==> config.mk <==
export PLATFORM = sky130hd
export DESIGN_NAME = logic_op_issuer_flat
export DESIGN_NICKNAME = d
export VERILOG_FILES = /design/src/rtl/logic_op_pkg.sv /design/src/rtl/logic_op_issuer_if.sv /design/src/rtl/logical_unit.sv /design/src/rtl/logic_op_issuer.sv /design/src/flat_wrapper.sv
export SDC_FILE = /design/constraint.sdc
export NUM_CORES = 1
export LEC_CHECK = 0
export ABC_AREA = 0
export CORE_UTILIZATION = 24
export DETAILED_ROUTE_END_ITERATION = 8
export GPL_TIMING_DRIVEN = 0
export HOLD_SLACK_MARGIN = 0.08
export SLEW_MARGIN = 20
export SYNTH_ARGS = -nofsm -noshare
export SYNTH_HDL_FRONTEND = slang
export SYNTH_SLANG_ARGS = --single-unit
==> constraint.sdc <==
create_clock -name clk -period 1.37 [get_ports clk]
set_input_delay 0.274 -clock clk [delete_from_list [all_inputs] [get_ports clk]]
set_output_delay 0.274 -clock clk [all_outputs]
set_load 0.01 [all_outputs]
==> src/rtl/logic_op_pkg.sv <==
// Shared encodings and default widths for the logical-op issuer and its logical unit.
package logic_op_pkg;

    localparam int unsigned DEF_W     = 32;
    localparam int unsigned DEF_TAG_W = 4;
    localparam int unsigned DEF_CNT_W = 16;

    typedef enum logic [1:0] {
        XOR_OP = 2'b00,
        NOT_OP = 2'b01,
        OR_OP  = 2'b10,
        AND_OP = 2'b11
    } op_e;

    typedef enum logic [1:0] {
        IDLE = 2'b00,
        EXEC = 2'b01,
        RESP = 2'b10
    } state_e;

endpackage

==> src/rtl/logic_op_issuer_if.sv <==
// Request/response valid-ready channels between a command source (master) and the issuer (slave).
interface logic_op_issuer_if
    import logic_op_pkg::*;
#(
    parameter int unsigned W     = DEF_W,
    parameter int unsigned TAG_W = DEF_TAG_W
) ();

    logic             req_valid;
    logic             req_ready;
    logic [1:0]       req_op;
    logic [W-1:0]     req_a;
    logic [W-1:0]     req_b;
    logic [TAG_W-1:0] req_tag;

    logic             rsp_valid;
    logic             rsp_ready;
    logic [W-1:0]     rsp_g;
    logic [TAG_W-1:0] rsp_tag;

    modport master (
        output req_valid, req_op, req_a, req_b, req_tag, rsp_ready,
        input  req_ready, rsp_valid, rsp_g, rsp_tag
    );

    modport slave (
        input  req_valid, req_op, req_a, req_b, req_tag, rsp_ready,
        output req_ready, rsp_valid, rsp_g, rsp_tag
    );

endinterface

==> src/rtl/logical_unit.sv <==
// Combinational bitwise unit: G = A op B selected by L_sel (B unused for NOT).
module logical_unit
    import logic_op_pkg::*;
#(
    parameter int unsigned W = DEF_W
) (
    input  logic [1:0]   L_sel,
    input  logic [W-1:0] A,
    input  logic [W-1:0] B,
    output logic [W-1:0] G
);

    always_comb begin
        G = '0;
        case (L_sel)
            XOR_OP:  G = A ^ B;
            NOT_OP:  G = ~A;
            OR_OP:   G = A | B;
            AND_OP:  G = A & B;
            default: G = '0;
        endcase
    end

endmodule

==> src/rtl/logic_op_issuer.sv <==
// Sequential front end for logical_unit: accept, execute, hold response until handshake.
// Optional result flags (rsp_zero/rsp_parity/rsp_ones) built when LOGIC_ISSUER_FLAGS_EN is defined.
module logic_op_issuer
    import logic_op_pkg::*;
#(
    parameter int unsigned W     = DEF_W,
    parameter int unsigned TAG_W = DEF_TAG_W,
    parameter int unsigned CNT_W = DEF_CNT_W
) (
    input  logic               clk,
    input  logic               rst_n,
    logic_op_issuer_if.slave   bus,
    output logic [CNT_W-1:0]   op_count
`ifdef LOGIC_ISSUER_FLAGS_EN
    ,
    output logic               rsp_zero,
    output logic               rsp_parity,
    output logic [$clog2(W):0] rsp_ones
`endif
);

    localparam int unsigned ONES_W = $clog2(W) + 1;

    state_e           state_q, state_d;
    logic [1:0]       op_q;
    logic [W-1:0]     a_q, b_q;
    logic [TAG_W-1:0] tag_q;
    logic             req_ready_q, req_ready_d;
    logic             rsp_valid_q, rsp_valid_d;
    logic [W-1:0]     rsp_g_q, rsp_g_d;
    logic [TAG_W-1:0] rsp_tag_q, rsp_tag_d;
    logic [CNT_W-1:0] count_q, count_d;
    logic [W-1:0]     g_c;
    logic             accept_c;
    logic             capture_c;

    // Accept only when the registered ready was visible to the requester.
    assign accept_c = (state_q == IDLE) && req_ready_q && bus.req_valid;

    logical_unit #(.W(W)) u_lu (
        .L_sel (op_q),
        .A     (a_q),
        .B     (b_q),
        .G     (g_c)
    );

    always_comb begin
        state_d = state_q;
        case (state_q)
            IDLE:    if (accept_c) state_d = EXEC;
            EXEC:    state_d = RESP;
            RESP:    if (bus.rsp_ready) state_d = IDLE;
            default: state_d = IDLE;
        endcase
    end

    always_comb begin
        capture_c   = 1'b0;
        req_ready_d = (state_d == IDLE);
        rsp_valid_d = rsp_valid_q;
        rsp_g_d     = rsp_g_q;
        rsp_tag_d   = rsp_tag_q;
        count_d     = count_q;
        case (state_q)
            IDLE: capture_c = accept_c;
            EXEC: begin
                rsp_valid_d = 1'b1;
                rsp_g_d     = g_c;
                rsp_tag_d   = tag_q;
            end
            RESP: if (bus.rsp_ready) begin
                rsp_valid_d = 1'b0;
                count_d     = count_q + CNT_W'(1);
            end
            default: ;
        endcase
    end

    always_ff @(posedge clk or negedge rst_n) begin
        if (!rst_n) begin
            state_q     <= IDLE;
            op_q        <= '0;
            a_q         <= '0;
            b_q         <= '0;
            tag_q       <= '0;
            req_ready_q <= 1'b0;
            rsp_valid_q <= 1'b0;
            rsp_g_q     <= '0;
            rsp_tag_q   <= '0;
            count_q     <= '0;
        end else begin
            state_q     <= state_d;
            req_ready_q <= req_ready_d;
            rsp_valid_q <= rsp_valid_d;
            rsp_g_q     <= rsp_g_d;
            rsp_tag_q   <= rsp_tag_d;
            count_q     <= count_d;
            if (capture_c) begin
                op_q  <= bus.req_op;
                a_q   <= bus.req_a;
                b_q   <= bus.req_b;
                tag_q <= bus.req_tag;
            end
        end
    end

    assign bus.req_ready = req_ready_q;
    assign bus.rsp_valid = rsp_valid_q;
    assign bus.rsp_g     = rsp_g_q;
    assign bus.rsp_tag   = rsp_tag_q;
    assign op_count      = count_q;

`ifdef LOGIC_ISSUER_FLAGS_EN
    logic              zero_q, parity_q;
    logic [ONES_W-1:0] ones_q, ones_c;

    always_comb begin
        ones_c = '0;
        for (int i = 0; i < int'(W); i++) ones_c = ones_c + ONES_W'(g_c[i]);
    end

    // Flags are sampled together with rsp_g and held through RESP.
    always_ff @(posedge clk or negedge rst_n) begin
        if (!rst_n) begin
            zero_q   <= 1'b0;
            parity_q <= 1'b0;
            ones_q   <= '0;
        end else if (state_q == EXEC) begin
            zero_q   <= (g_c == '0);
            parity_q <= ^g_c;
            ones_q   <= ones_c;
        end
    end

    assign rsp_zero   = zero_q;
    assign rsp_parity = parity_q;
    assign rsp_ones   = ones_q;
`endif

endmodule

==> src/flat_wrapper.sv <==
// flat-port wrapper written by rule: the top's interface ports become plain ports
module logic_op_issuer_flat import logic_op_pkg::*;
#(
    parameter int unsigned W     = DEF_W,
    parameter int unsigned TAG_W = DEF_TAG_W,
    parameter int unsigned CNT_W = DEF_CNT_W
)
  (clk, rst_n, op_count, bus_req_valid, bus_req_op, bus_req_a, bus_req_b, bus_req_tag, bus_rsp_ready, bus_req_ready, bus_rsp_valid, bus_rsp_g, bus_rsp_tag);
  logic_op_issuer_if #(.W(W), .TAG_W(TAG_W)) bus_i ();
  input  logic clk;
  input  logic rst_n;
  output logic [CNT_W-1:0] op_count;
  input wire logic [$bits(bus_i.req_valid)-1:0] bus_req_valid;
  input wire logic [$bits(bus_i.req_op)-1:0] bus_req_op;
  input wire logic [$bits(bus_i.req_a)-1:0] bus_req_a;
  input wire logic [$bits(bus_i.req_b)-1:0] bus_req_b;
  input wire logic [$bits(bus_i.req_tag)-1:0] bus_req_tag;
  input wire logic [$bits(bus_i.rsp_ready)-1:0] bus_rsp_ready;
  output wire logic [$bits(bus_i.req_ready)-1:0] bus_req_ready;
  output wire logic [$bits(bus_i.rsp_valid)-1:0] bus_rsp_valid;
  output wire logic [$bits(bus_i.rsp_g)-1:0] bus_rsp_g;
  output wire logic [$bits(bus_i.rsp_tag)-1:0] bus_rsp_tag;
  assign bus_i.req_valid = bus_req_valid;
  assign bus_i.req_op = bus_req_op;
  assign bus_i.req_a = bus_req_a;
  assign bus_i.req_b = bus_req_b;
  assign bus_i.req_tag = bus_req_tag;
  assign bus_i.rsp_ready = bus_rsp_ready;
  assign bus_req_ready = bus_i.req_ready;
  assign bus_rsp_valid = bus_i.rsp_valid;
  assign bus_rsp_g = bus_i.rsp_g;
  assign bus_rsp_tag = bus_i.rsp_tag;
  logic_op_issuer #(.W(W), .TAG_W(TAG_W), .CNT_W(CNT_W)) u_core (.clk(clk), .rst_n(rst_n), .bus(bus_i), .op_count(op_count));
endmodule
* Word level (Yosys, flattened, before mapping)
Cells that the tools add are included.
** Operators by class
- Add/subtract/negate cells :: 1
- Muxes and demuxes :: 7
- Reductions and logical operators :: 8
- Bitwise logic cells :: 4
- Equality and inequality tests :: 6
** Operators with widths (count)
- 32-bit one-hot mux with 4 select lines :: 1
- 32-bit bitwise AND :: 1
- 32-bit inverter :: 1
- 32-bit OR :: 1
- 32-bit XOR :: 1
- 16-bit by 1-bit adder with 16-bit output, second input constant :: 1
- 2-bit equality test, second input constant :: 3
- 2-bit zero test :: 3
- 2-bit one-hot mux with 3 select lines :: 1
- 2-bit by 1-bit equality test with 1-bit output, second input constant :: 2
- 2-bit 2-to-1 mux :: 2
- 2-bit AND reduction :: 2
- 1-bit logical AND :: 2
- 1-bit 2-to-1 mux :: 2
- 2-bit inequality test, second input constant :: 1
- 1-bit one-hot mux with 2 select lines :: 1
- 2-bit nonzero test :: 1
** Word-level totals
- Bits in registers :: 126
- Input bits :: 74

* Logic depth before layout (Yosys ltp)
Gate-level depths: netlist (run 1).
- Depth in word-level cells :: 6
- Gate-level depth with buffers :: 6
- Mapped depth without buffers :: 5

* By module
From an unflattened synthesis (run 1), not the netlist that was laid out.
** Unflattened totals
- Cells, all modules :: 495
- Area total of the unflattened synthesis :: 6767.7 um^2
** By module, submodules not included
- logic_op_issuer :: cells each 295, area each 4778.3 um^2, instances 1, sequential area each 3153.0 um^2
- logical_unit :: cells each 200, area each 1989.4 um^2, instances 1, sequential area each 0.0 um^2

* Least setup slack after synthesis (run 1)
Ideal clock, no wire load.
- Path kind :: reg2reg
- Start :: register u_core.op_q[0]
- End :: register u_core.rsp_g_q[10] (netlist: u_core.bus.rsp_g[10])
- Setup time :: 0.125 ns
- Clock period less this slack :: 1.495 ns
- Cell stages (with the launch flop) :: 5
- Setup slack :: -0.125 ns
- Arrival :: 1.370 ns
- Cell sequence :: dfrtp_1 buf_6 clkbuf_1 mux4_2 mux2_2
** Between the ends
- Longest elaborated chain between the ends :: 2
** Ends and longest elaborated chain
- start: declaration :: RTL line logic_op_issuer.sv:25 : logic [1:0] op_q;
- start signal: assignment :: RTL line logic_op_issuer.sv:99 : op_q <= bus.req_op;
- 2-bit equality test (tied with other cells) :: RTL line logical_unit.sv:15 : case (L_sel)
- 32-bit one-hot mux with 4 select lines (*) :: RTL line logical_unit.sv:15
- end signal: assignment :: RTL line logic_op_issuer.sv:95 : rsp_g_q <= rsp_g_d;
- end: declaration :: RTL line logic_op_issuer.sv:30 : logic [W-1:0] rsp_g_q, rsp_g_d;
Mark *: on every way between the ends. The rest lies on a longest branch, timed or not.
A chain may end at the register's enable or synchronous reset.

* Final worst setup path (run 1)
- Start :: register u_core.state_q[0]
- End :: register u_core.tag_q[2]
** Between the ends
- Longest elaborated chain between the ends :: 4
** Ends and longest elaborated chain
- start: declaration :: RTL line logic_op_issuer.sv:24 : state_e state_q, state_d;
- start signal: assignment :: RTL line logic_op_issuer.sv:92 : state_q <= state_d;
- 2-bit zero test (*) :: RTL line logic_op_issuer.sv:38, logic_op_issuer.sv:64
- 1-bit logical AND (2 in a row) :: RTL line logic_op_issuer.sv:38 : assign accept_c = (state_q == IDLE) && req_ready_q && bus.req_valid;
- 1-bit 2-to-1 mux (*) :: RTL line logic_op_issuer.sv:64 : case (state_q)
- end signal: assignment :: RTL line logic_op_issuer.sv:102 : tag_q <= bus.req_tag;
- end: declaration :: RTL line logic_op_issuer.sv:27 : logic [TAG_W-1:0] tag_q;
Marks and branches as above.

==> results.cfg, run 1 <==
[routing]
ant_nets = 0
via_per_inst = 4.29
wire_per_inst_um = 16.2
remaining_drc_errors = 0
firstDrtPassIters = 6
vias = 4879
wl_um = 18300
first_iter_violations = 194

[placed_design]
gpl.final_weighted_congestion = 0.731
place_ws_ns = -0.995
placed_area_sq_mm = 0.00837
hpwl_um = 11600
portBuffers = 127

[floorplan]
die-area_sq_mm = 0.0281
start_util_pct = 24.5
ios = 128
row_count = 60
die_w_um = 168
die_h_um = 168
fp.coreArea_sq_mm = 0.0270

[synthesis]
ys.warnings.count = 0
synth_edf_count = 0
synth_cells = 564
synth_most_common_cell = dfrtp_1
ys.flop_type = dfrtp_1
synthTopCellsByCount = dfrtp_1 (126), inv_1 (98), nand2_1 (70)
yosys-top-cells-area = dfrtp_1 (48%), ha_1 (12%), mux4_2 (10%)
syn_nets = 703
synthDistinctLibCells = 25
synth-seq-cells = 126
syn-cell-area_sq_mm = 0.00660
synth_top_area_share_pct = 47.8
yosysSeqAreaShare_pct = 47.8
synth.largest_area_cell = dfrtp_1
syn_avg_cell_area_sq_um = 11.7
async_flop_share_pct = 100

[timing]
hold_slack_ns = 0.400
setup_violations = 114
rsz0062_at_grt = true
timing.final.ws_setup_ns = -0.192
skew_ns = 0.0129
finalCritPeriodShare_pct = 114
finalHoldViolations = 0
worstMarginPinSlew_ns = 0.535
slew_violations = 0
max_slew_margin_pct = 64.3
fmax_ghz = 0.640
final.min_clock_period_ns = 1.56
tns_ns = -13.51

[pwr]
ir_drop_v = 0.000685
cellPowerDensity_mw_per_mm2 = 2300
power_mw = 24.5
leakage_nw = 5.03

[worst_setup_path]
r2r_start = u_core.state_q[0]
worstSetupPathType = reg -> reg
crit_arrival_ns = 1.84
worstSetupStartpointType = register
worst_setup_path_end_kind = register
ff2ff_path_depth = 5
cp.required_ns = 1.65
r2r-end = u_core.tag_q[2]
r2r_slack_ns = -0.19
critPathMaxFanout = 5

[cts]
clock-root-buffer = clkbuf_16
insertion_delay_ns = 0.41
cts_sinks = 126
cts_made_buffers = 17
tritoncts = built
h-tree-depth = 4
clock_path_buffers = 2
path_clk_slew_ns = 0.06

[global_routing]
antenna_found_initial = 0
grt_overflow = 0
track_usage_pct = 12.8
grt_pass1_wl_um = 27200
grt_pass1_vias = 4840
grt_max_degree = 65

[finish]
antenna_cells = 0
final_area_sq_mm = 0.0106
ff_latch_area_sq_mm = 0.00316
area_growth_pct = 61.4
fin_nets = 922
drive_gt1_share_pct = 45.7
multi_input_area_sq_mm = 0.00353
fillers = 2576

[worst_hold_path]
hold_class = in -> async

[job]
drv_cap = 0

[outcome]
outcome = finished with violations
violations = setup timing
## power by group
part           leakage, nW  internal (mW)  switching, mW
sequential            1.55           5.45           1.05
combinational         3.18           7.63           5.56
clock                0.292           3.10           1.73
total                 5.03           16.2           8.34
## repair_timing
item,in CTS,in global routing
cloned,1,12
hold endpoints to repair,63,0
hold buffers,1,0
setup endpoints to repair,171,137
gates resized for setup,177,279
pin swaps,10,66
buffers inserted,39,20
## worst max-delay path, stage by stage (launching register included)
cell and delay (ns):
dfrtp_2 0.43, buf_6 0.13, nor3_4 0.25, buf_6 0.20, buf_12 0.14, mux2_4 0.29
## layer usage
| layer | track usage (%) | vias up | part of all wire, % |
|---|---|---|---|
| met2 | 20.6 | 84 | 49 |
| met1 | 17.4 | 2478 | 48 |
| met5 | 0 | - | 0 |
| met4 | 3.23 | 0 | 0.69 |
| li1 | - | 2311 | - |
| met3 | 2.77 | 6 | 2.8 |
## sequential cells by signal (all words and copies together) (netlist names)
signal / cells
u_core.a_q: 32
u_core.b_q: 32
u_core.bus.req_ready: 1
u_core.bus.rsp_g: 32
u_core.bus.rsp_tag: 4
u_core.bus.rsp_valid: 1
u_core.op_count: 16
u_core.op_q: 2
u_core.state_q: 2
u_core.tag_q: 4
## layout by cell type (no fill, tap or decap), types with 30 or more instances in the layout
cell             instances
dfrtp_1                124
clkdlybuf4s50_1         72
inv_1                   61
ha_1                    55
buf_4                   44
inv_2                   37
clkdlybuf4s15_1         37
o21ai_1                 34
nand2_4                 32
mux4_2                  32
o21ai_2                 30
## logic make-up (layout without fill, tap and decap cells)
kind of cell | Yosys count | in the layout | synth area share [%]
XOR/XNOR | 15 | 15 | 1.99
buffers and inverters | 124 | 355 | 8.03
adder cells (fa/ha/maj) | 65 | 65 | 12.3
AO/OA/AOI/OAI | 67 | 67 | 5.08
multiplexers | 75 | 75 | 18.4
AND/OR/NAND/NOR | 92 | 92 | 6.37
flip-flops | 126 | 126 | 47.8
## how the worst max path moves through the flow
stage	cells past startpoint	slack, ns	startpoint	end
finish	5	-0.19	u_core.state_q[0]	u_core.tag_q[2]
global route	5	-0.28	u_core.op_count[1]	u_core.op_count[14]
CTS	4	-0.21	u_core.op_q[1]	u_core.bus.rsp_g[28]
detailed placement	5	-0.99	bus_req_valid	u_core.b_q[4]
global placement	1	-5.96	rst_n	u_core.state_q[1]
floorplan	4	-0.1	u_core.op_q[1]	u_core.bus.rsp_g[2]
## layout make-up
type	instances	share of cell area (%)
multi-input combinational	314	33.2
sequential	126	29.6
timing repair buffer	201	20.0
clock buffer	22	4.64
tap	341	4.01
buffer	25	3.77
inverter	98	3.46
clock inverter	9	1.25
## stage by stage
stage / std cells / util (%)
after CTS: 1105 / 35.5
after floorplan: 564 / -
final: 1136 / 39.5
after detailed placement: 1033 / 31.1
after global routing: 1136 / 39.5
after global placement: 1032 / 30.9
No activity file was read; power rests on OpenSTA's default activity.
==> run 2: changes to the inputs <==
--- a/config.mk
+++ b/config.mk
@@ -14,3 +14,4 @@
 export SYNTH_ARGS = -nofsm -noshare
 export SYNTH_HDL_FRONTEND = slang
 export SYNTH_SLANG_ARGS = --single-unit
+export TNS_END_PERCENT = 5
==> run 2 against run 1 <==
- the run still ends with setup timing left
- worst hold slack worse by 0.00093 ns
- critical path depth shrank 1
- register-to-register slack got worse by 0.06 ns
- clock skew is 0.0016 ns lower
- critical endpoint is now u_core.bus.rsp_g[8]
- design area is 12% lower
- total power shrank 11%
- die area did not move
- first-iteration DRC count increased by 11%
- via count decreased by 5.6%
- clock power about the same
- wire length is 5.8% lower
- critical path type unchanged
==> results.cfg, run 2 (same netlist as run 1, synthesis figures left out) <==
[outcome]
outcome = finished with violations
violations = setup timing

[timing]
finalCritPeriodShare_pct = 118
slew_violations = 0
skew_ns = 0.0113
final.min_clock_period_ns = 1.62
timing.final.ws_setup_ns = -0.248
worstMarginPinSlew_ns = 0.524
finalHoldViolations = 0
fmax_ghz = 0.618
setup_violations = 52
rsz0062_at_grt = true
max_slew_margin_pct = 65.1

[floorplan]
start_util_pct = 24.5
fp.coreArea_sq_mm = 0.0270
die_h_um = 168
die-area_sq_mm = 0.0281
ios = 128
die_w_um = 168
row_count = 60

[finish]
drive_gt1_share_pct = 25.7
mostFrequentLayoutCells = dfrtp_1 (124), inv_1 (87), clkdlybuf4s50_1 (72)
antenna_cells = 0
area_growth_pct = 42.3
fin_nets = 870
fillers = 2684
stdcell_count = 1084
layout_commonest_cell = dfrtp_1
post-route-util_pct = 34.8

[worst_setup_path]
crit_arrival_ns = 1.92
worst_setup_path_end_kind = register
worstSetupPathType = reg -> reg
r2r_slack_ns = -0.25
cp.required_ns = 1.67
critPathMaxFanout = 3
worstSetupStartpointType = register

[routing]
via_per_inst = 4.25
first_iter_violations = 215
vias = 4607
remaining_drc_errors = 0
ant_nets = 0
firstDrtPassIters = 4
wl_um = 17300
wire_per_inst_um = 15.9

[cts]
insertion_delay_ns = 0.42
clock-root-buffer = clkbuf_16
path_clk_slew_ns = 0.06
cts_sinks = 126
clock_path_buffers = 2
h-tree-depth = 4
cts_made_buffers = 17
tritoncts = built

[job]
drv_cap = 0

[global_routing]
antenna_found_initial = 0
grt_pass1_vias = 4917
grt_pass1_wl_um = 27100
grt_max_degree = 66
track_usage_pct = 12.9
grt_overflow = 0

[worst_hold_path]
hold_class = in -> async

[placed_design]
hpwl_um = 11700
portBuffers = 127
place_inst = 1033
gpl.final_weighted_congestion = 0.745

[pwr]
ir_drop_v = 0.000699
leakage_nw = 4.33
cellPowerDensity_mw_per_mm2 = 2330
run 2: changes by cell type in the layout (fill, tap and decap cells not counted), moves of 26 or more:
cell	delta
buf_4	-26
o21ai_2	-27
o21ai_0	+26
nand2_1	+48
inv_2	-26
inv_1	+26
nand2_4	-32
run 2: power breakdown:
group | internal, mW | total [mW] | switching (mW)
clock network | 3.13 | 4.83 | 1.70
registers | 5.45 | 6.38 | 0.930
logic | 5.92 | 10.6 | 4.72
run 2: through the flow:
step | power (mW) | hold WS, ns | setup TNS, ns | setup slack [ns] | area, sq um
floorplan | 12.6 | -0.0216 | -3.63 | -0.0983 | 6610
CTS | 21.6 | 0.375 | -7.58 | -0.242 | 9240
global placement | 15.8 | 0.463 | -775.37 | -5.54 | 8310
detailed placement | 16.1 | 0.263 | -78.96 | -1.03 | 8340
finish | 21.8 | 0.399 | -6.96 | -0.248 | 9390
global route | 23.5 | 0.391 | -12.18 | -0.323 | 9390
run 2: metal layers:
metal,up-vias,global-route usage (%),routed length [um]
li1,2191,-,-
met1,2297,16.9,8220
met2,94,21.1,8190
met3,25,2.30,496
met4,0,4.79,375
met5,-,0,0
run 2: critical path: stages (launching register included):
cell	delay, ns
dfrtp_1	0.37
inv_1	0.13
ha_1	0.27
mux4_2	0.46
mux2_2	0.27
run 2: area by class of cell:
class | count | area [sq um] | area share [%]
clock inverters | 7 | 135 | 1.44
flip-flops and latches | 126 | 3160 | 33.6
well taps | 341 | 427 | 4.55
repair buffers | 148 | 1460 | 15.5
clock buffers | 24 | 472 | 5.03
plain buffers | 26 | 394 | 4.20
inverters | 98 | 368 | 3.92
multi-input cells | 314 | 2980 | 31.7
run 2: worst paths after layout:
| check | startpoint | endpoint | cells after the start |
|---|---|---|---|
| worst max-delay path | u_core.a_q[8] | u_core.bus.rsp_g[8] | 4 |
| worst min-delay path | rst_n | u_core.op_count[14] | 2 |
| worst max register to register | u_core.a_q[8] | u_core.bus.rsp_g[8] | 4 |
| worst min register to register | u_core.op_count[15] | u_core.op_count[15] | 1 |
| max in group asynchronous | rst_n | u_core.a_q[19] | 3 |
| min in group clk | bus_req_a[0] | u_core.a_q[0] | 3 |
run 2: repair_timing:
item / CTS / global route
endpoints found under the hold margin: 61 / 0
hold buffers: 1 / 0
gates resized for setup: 153 / 107
gates cloned: 1 / 1
pin swaps: 6 / 7
setup endpoints to repair: 174 / 145
setup buffers: 11 / 6
==> run 3: changes to the inputs <==
--- a/config.mk
+++ b/config.mk
@@ -6,8 +6,10 @@
 export NUM_CORES = 1
 export LEC_CHECK = 0
 export ABC_AREA = 0
+export CORE_MARGIN = 5
 export CORE_UTILIZATION = 24
 export DETAILED_ROUTE_END_ITERATION = 8
+export DONT_BUFFER_PORTS = 1
 export GPL_TIMING_DRIVEN = 0
 export HOLD_SLACK_MARGIN = 0.08
 export SLEW_MARGIN = 20
==> run 3 against run 2 <==
- the flow finishes with violations (hold timing, setup timing)
- clock power up 2%
- critical path depth unchanged
- worst hold slack worse by 0.84 ns
- sequential share of layout area up 1.8 points
- register-to-register slack about the same
- critical path type unchanged
==> results.cfg, run 3 (same netlist as run 1, synthesis figures left out) <==
[timing]
finalCritPeriodShare_pct = 117
final.min_clock_period_ns = 1.60
worstMarginPinSlew_ns = 0.302
tns_ns = -7.57
setup_violations = 68
rsz0062_at_grt = true
finalHoldViolations = 126
skew_ns = 0.0113
fmax_ghz = 0.624
hold_slack_ns = -0.442
timing.final.ws_setup_ns = -0.233
max_slew_margin_pct = 79.7
slew_violations = 0

[floorplan]
die-area_sq_mm = 0.0309
ios = 128
fp.coreArea_sq_mm = 0.0270
row_count = 60
die_h_um = 176
die_w_um = 176
start_util_pct = 24.4

[routing]
firstDrtPassIters = 4
wl_met2_um = 8810
wl_um = 18000
wl_met1_um = 8040
wl_met3_um = 878
top_layer = met4
via_per_inst = 4.32
vias = 4396
first_iter_violations = 161
remaining_drc_errors = 0
ant_nets = 0
wire_per_inst_um = 17.6

[outcome]
violations = hold timing, setup timing
outcome = finished with violations

[worst_setup_path]
worstSetupPathType = reg -> reg
worstSetupStartpointType = register
r2r-end = u_core.bus.rsp_g[7]
critPathMaxFanout = 7
r2r_slack_ns = -0.23
crit_arrival_ns = 1.90
ff2ff_path_depth = 4
r2r_start = u_core.op_q[1]
cp.required_ns = 1.66
worst_setup_path_end_kind = register

[cts]
clock-root-buffer = clkbuf_16
h-tree-depth = 4
cts_hold_buf = 71
cts_made_buffers = 17
cts_sinks = 126
clock_path_buffers = 2
path_clk_slew_ns = 0.06
insertion_delay_ns = 0.41
tritoncts = built

[finish]
fin_nets = 804
mostFrequentLayoutCells = dfrtp_1 (122), inv_1 (81), dlygate4sd3_1 (71)
layout_commonest_cell = dfrtp_1
fillers = 2694
drive_gt1_share_pct = 28.5
area_growth_pct = 35.2
antenna_cells = 0
post-route-util_pct = 33.0

[worst_hold_path]
hold_class = in -> async

[global_routing]
grt_max_degree = 127
grt_overflow = 0
track_usage_pct = 11.8
grt_pass1_wl_um = 27800
grt_pass1_vias = 4796
antenna_found_initial = 0

[pwr]
power_mw = 21.1
ir_drop_v = 0.000760
cellPowerDensity_mw_per_mm2 = 2370
leakage_nw = 4.09

[placed_design]
place_ws_ns = -0.808
portBuffers = 0
hpwl_um = 11900
gpl.final_weighted_congestion = 0.728

[job]
drv_cap = 0
==> run 3: changes by cell type in the layout (fill, tap and decap cells not counted), sizes merged <==
cell	change
clkdlybuf4s50	-72
clkbuf	-6
clkinv	-2
dlygate4sd3	+70
buf	-18
clkdlybuf4s15	-41
clkinvlp	+4
bufinv	-1
==> run 3: cell type report <==
type	count	area, sq um	area share [%]
Sequential cell	126	3160	35.4
Buffer	26	385	4.32
Tap cell	341	427	4.78
Timing Repair Buffer	82	882	9.89
Inverter	98	368	4.13
Multi-Input combinational cell	314	3060	34.3
Clock buffer	23	508	5.70
Clock inverter	8	129	1.45
==> run 3: critical path, stage by stage (launching register included) <==
cell and delay (ns):
dfrtp_1 0.37, buf_12 0.17, buf_12 0.14, mux4_2 0.51
mux2_4 0.28
==> run 3: metal layers <==
metal  up-vias  GRT usage (%)
li1       2073              -
met1      2220           14.9
met2        87           19.4
met3        16           3.70
met4         0           3.44
met5         -              0
==> run 3: worst max-delay path by stage <==
| stage | depth (start not counted) | end | from | slack, ns |
|---|---|---|---|---|
| after detailed placement | 6 | u_core.b_q[11] | u_core.bus.req_ready | -0.81 |
| after floorplan | 4 | u_core.bus.rsp_g[2] | u_core.op_q[1] | -0.1 |
| after global placement | 6 | u_core.b_q[11] | u_core.bus.req_ready | -0.83 |
| after global routing | 4 | u_core.bus.rsp_g[25] | u_core.op_q[1] | -0.27 |
| after CTS | 4 | u_core.bus.rsp_g[20] | u_core.op_q[1] | -0.25 |
| final | 4 | u_core.bus.rsp_g[7] | u_core.op_q[1] | -0.23 |
==> run 3: per-stage QoR <==
stage	cell area, sq um	cells	hold WS (ns)
finish	8920	1018	-0.442
global route	8920	1018	-0.477
CTS	8760	1016	-0.472
detailed placement	7040	905	-0.0154
global placement	7040	905	-0.0153
floorplan	6610	564	-0.0216
==> run 3: report_power, final <==
part | switching (mW) | internal, mW | leakage, nW
Clock | 1.79 | 3.15 | 0.300
Sequential | 1.51 | 5.45 | 1.55
Combinational | 4.02 | 5.20 | 2.24
==> run 3: timing repair <==
action                                  4_1_cts  5_1_grt
endpoints found under the setup margin      121      116
gates resized for setup                      92       58
setup buffers                                 6        1
pin swaps                                    16        8
gates cloned                                  3        1
hold endpoints to repair                    198      126
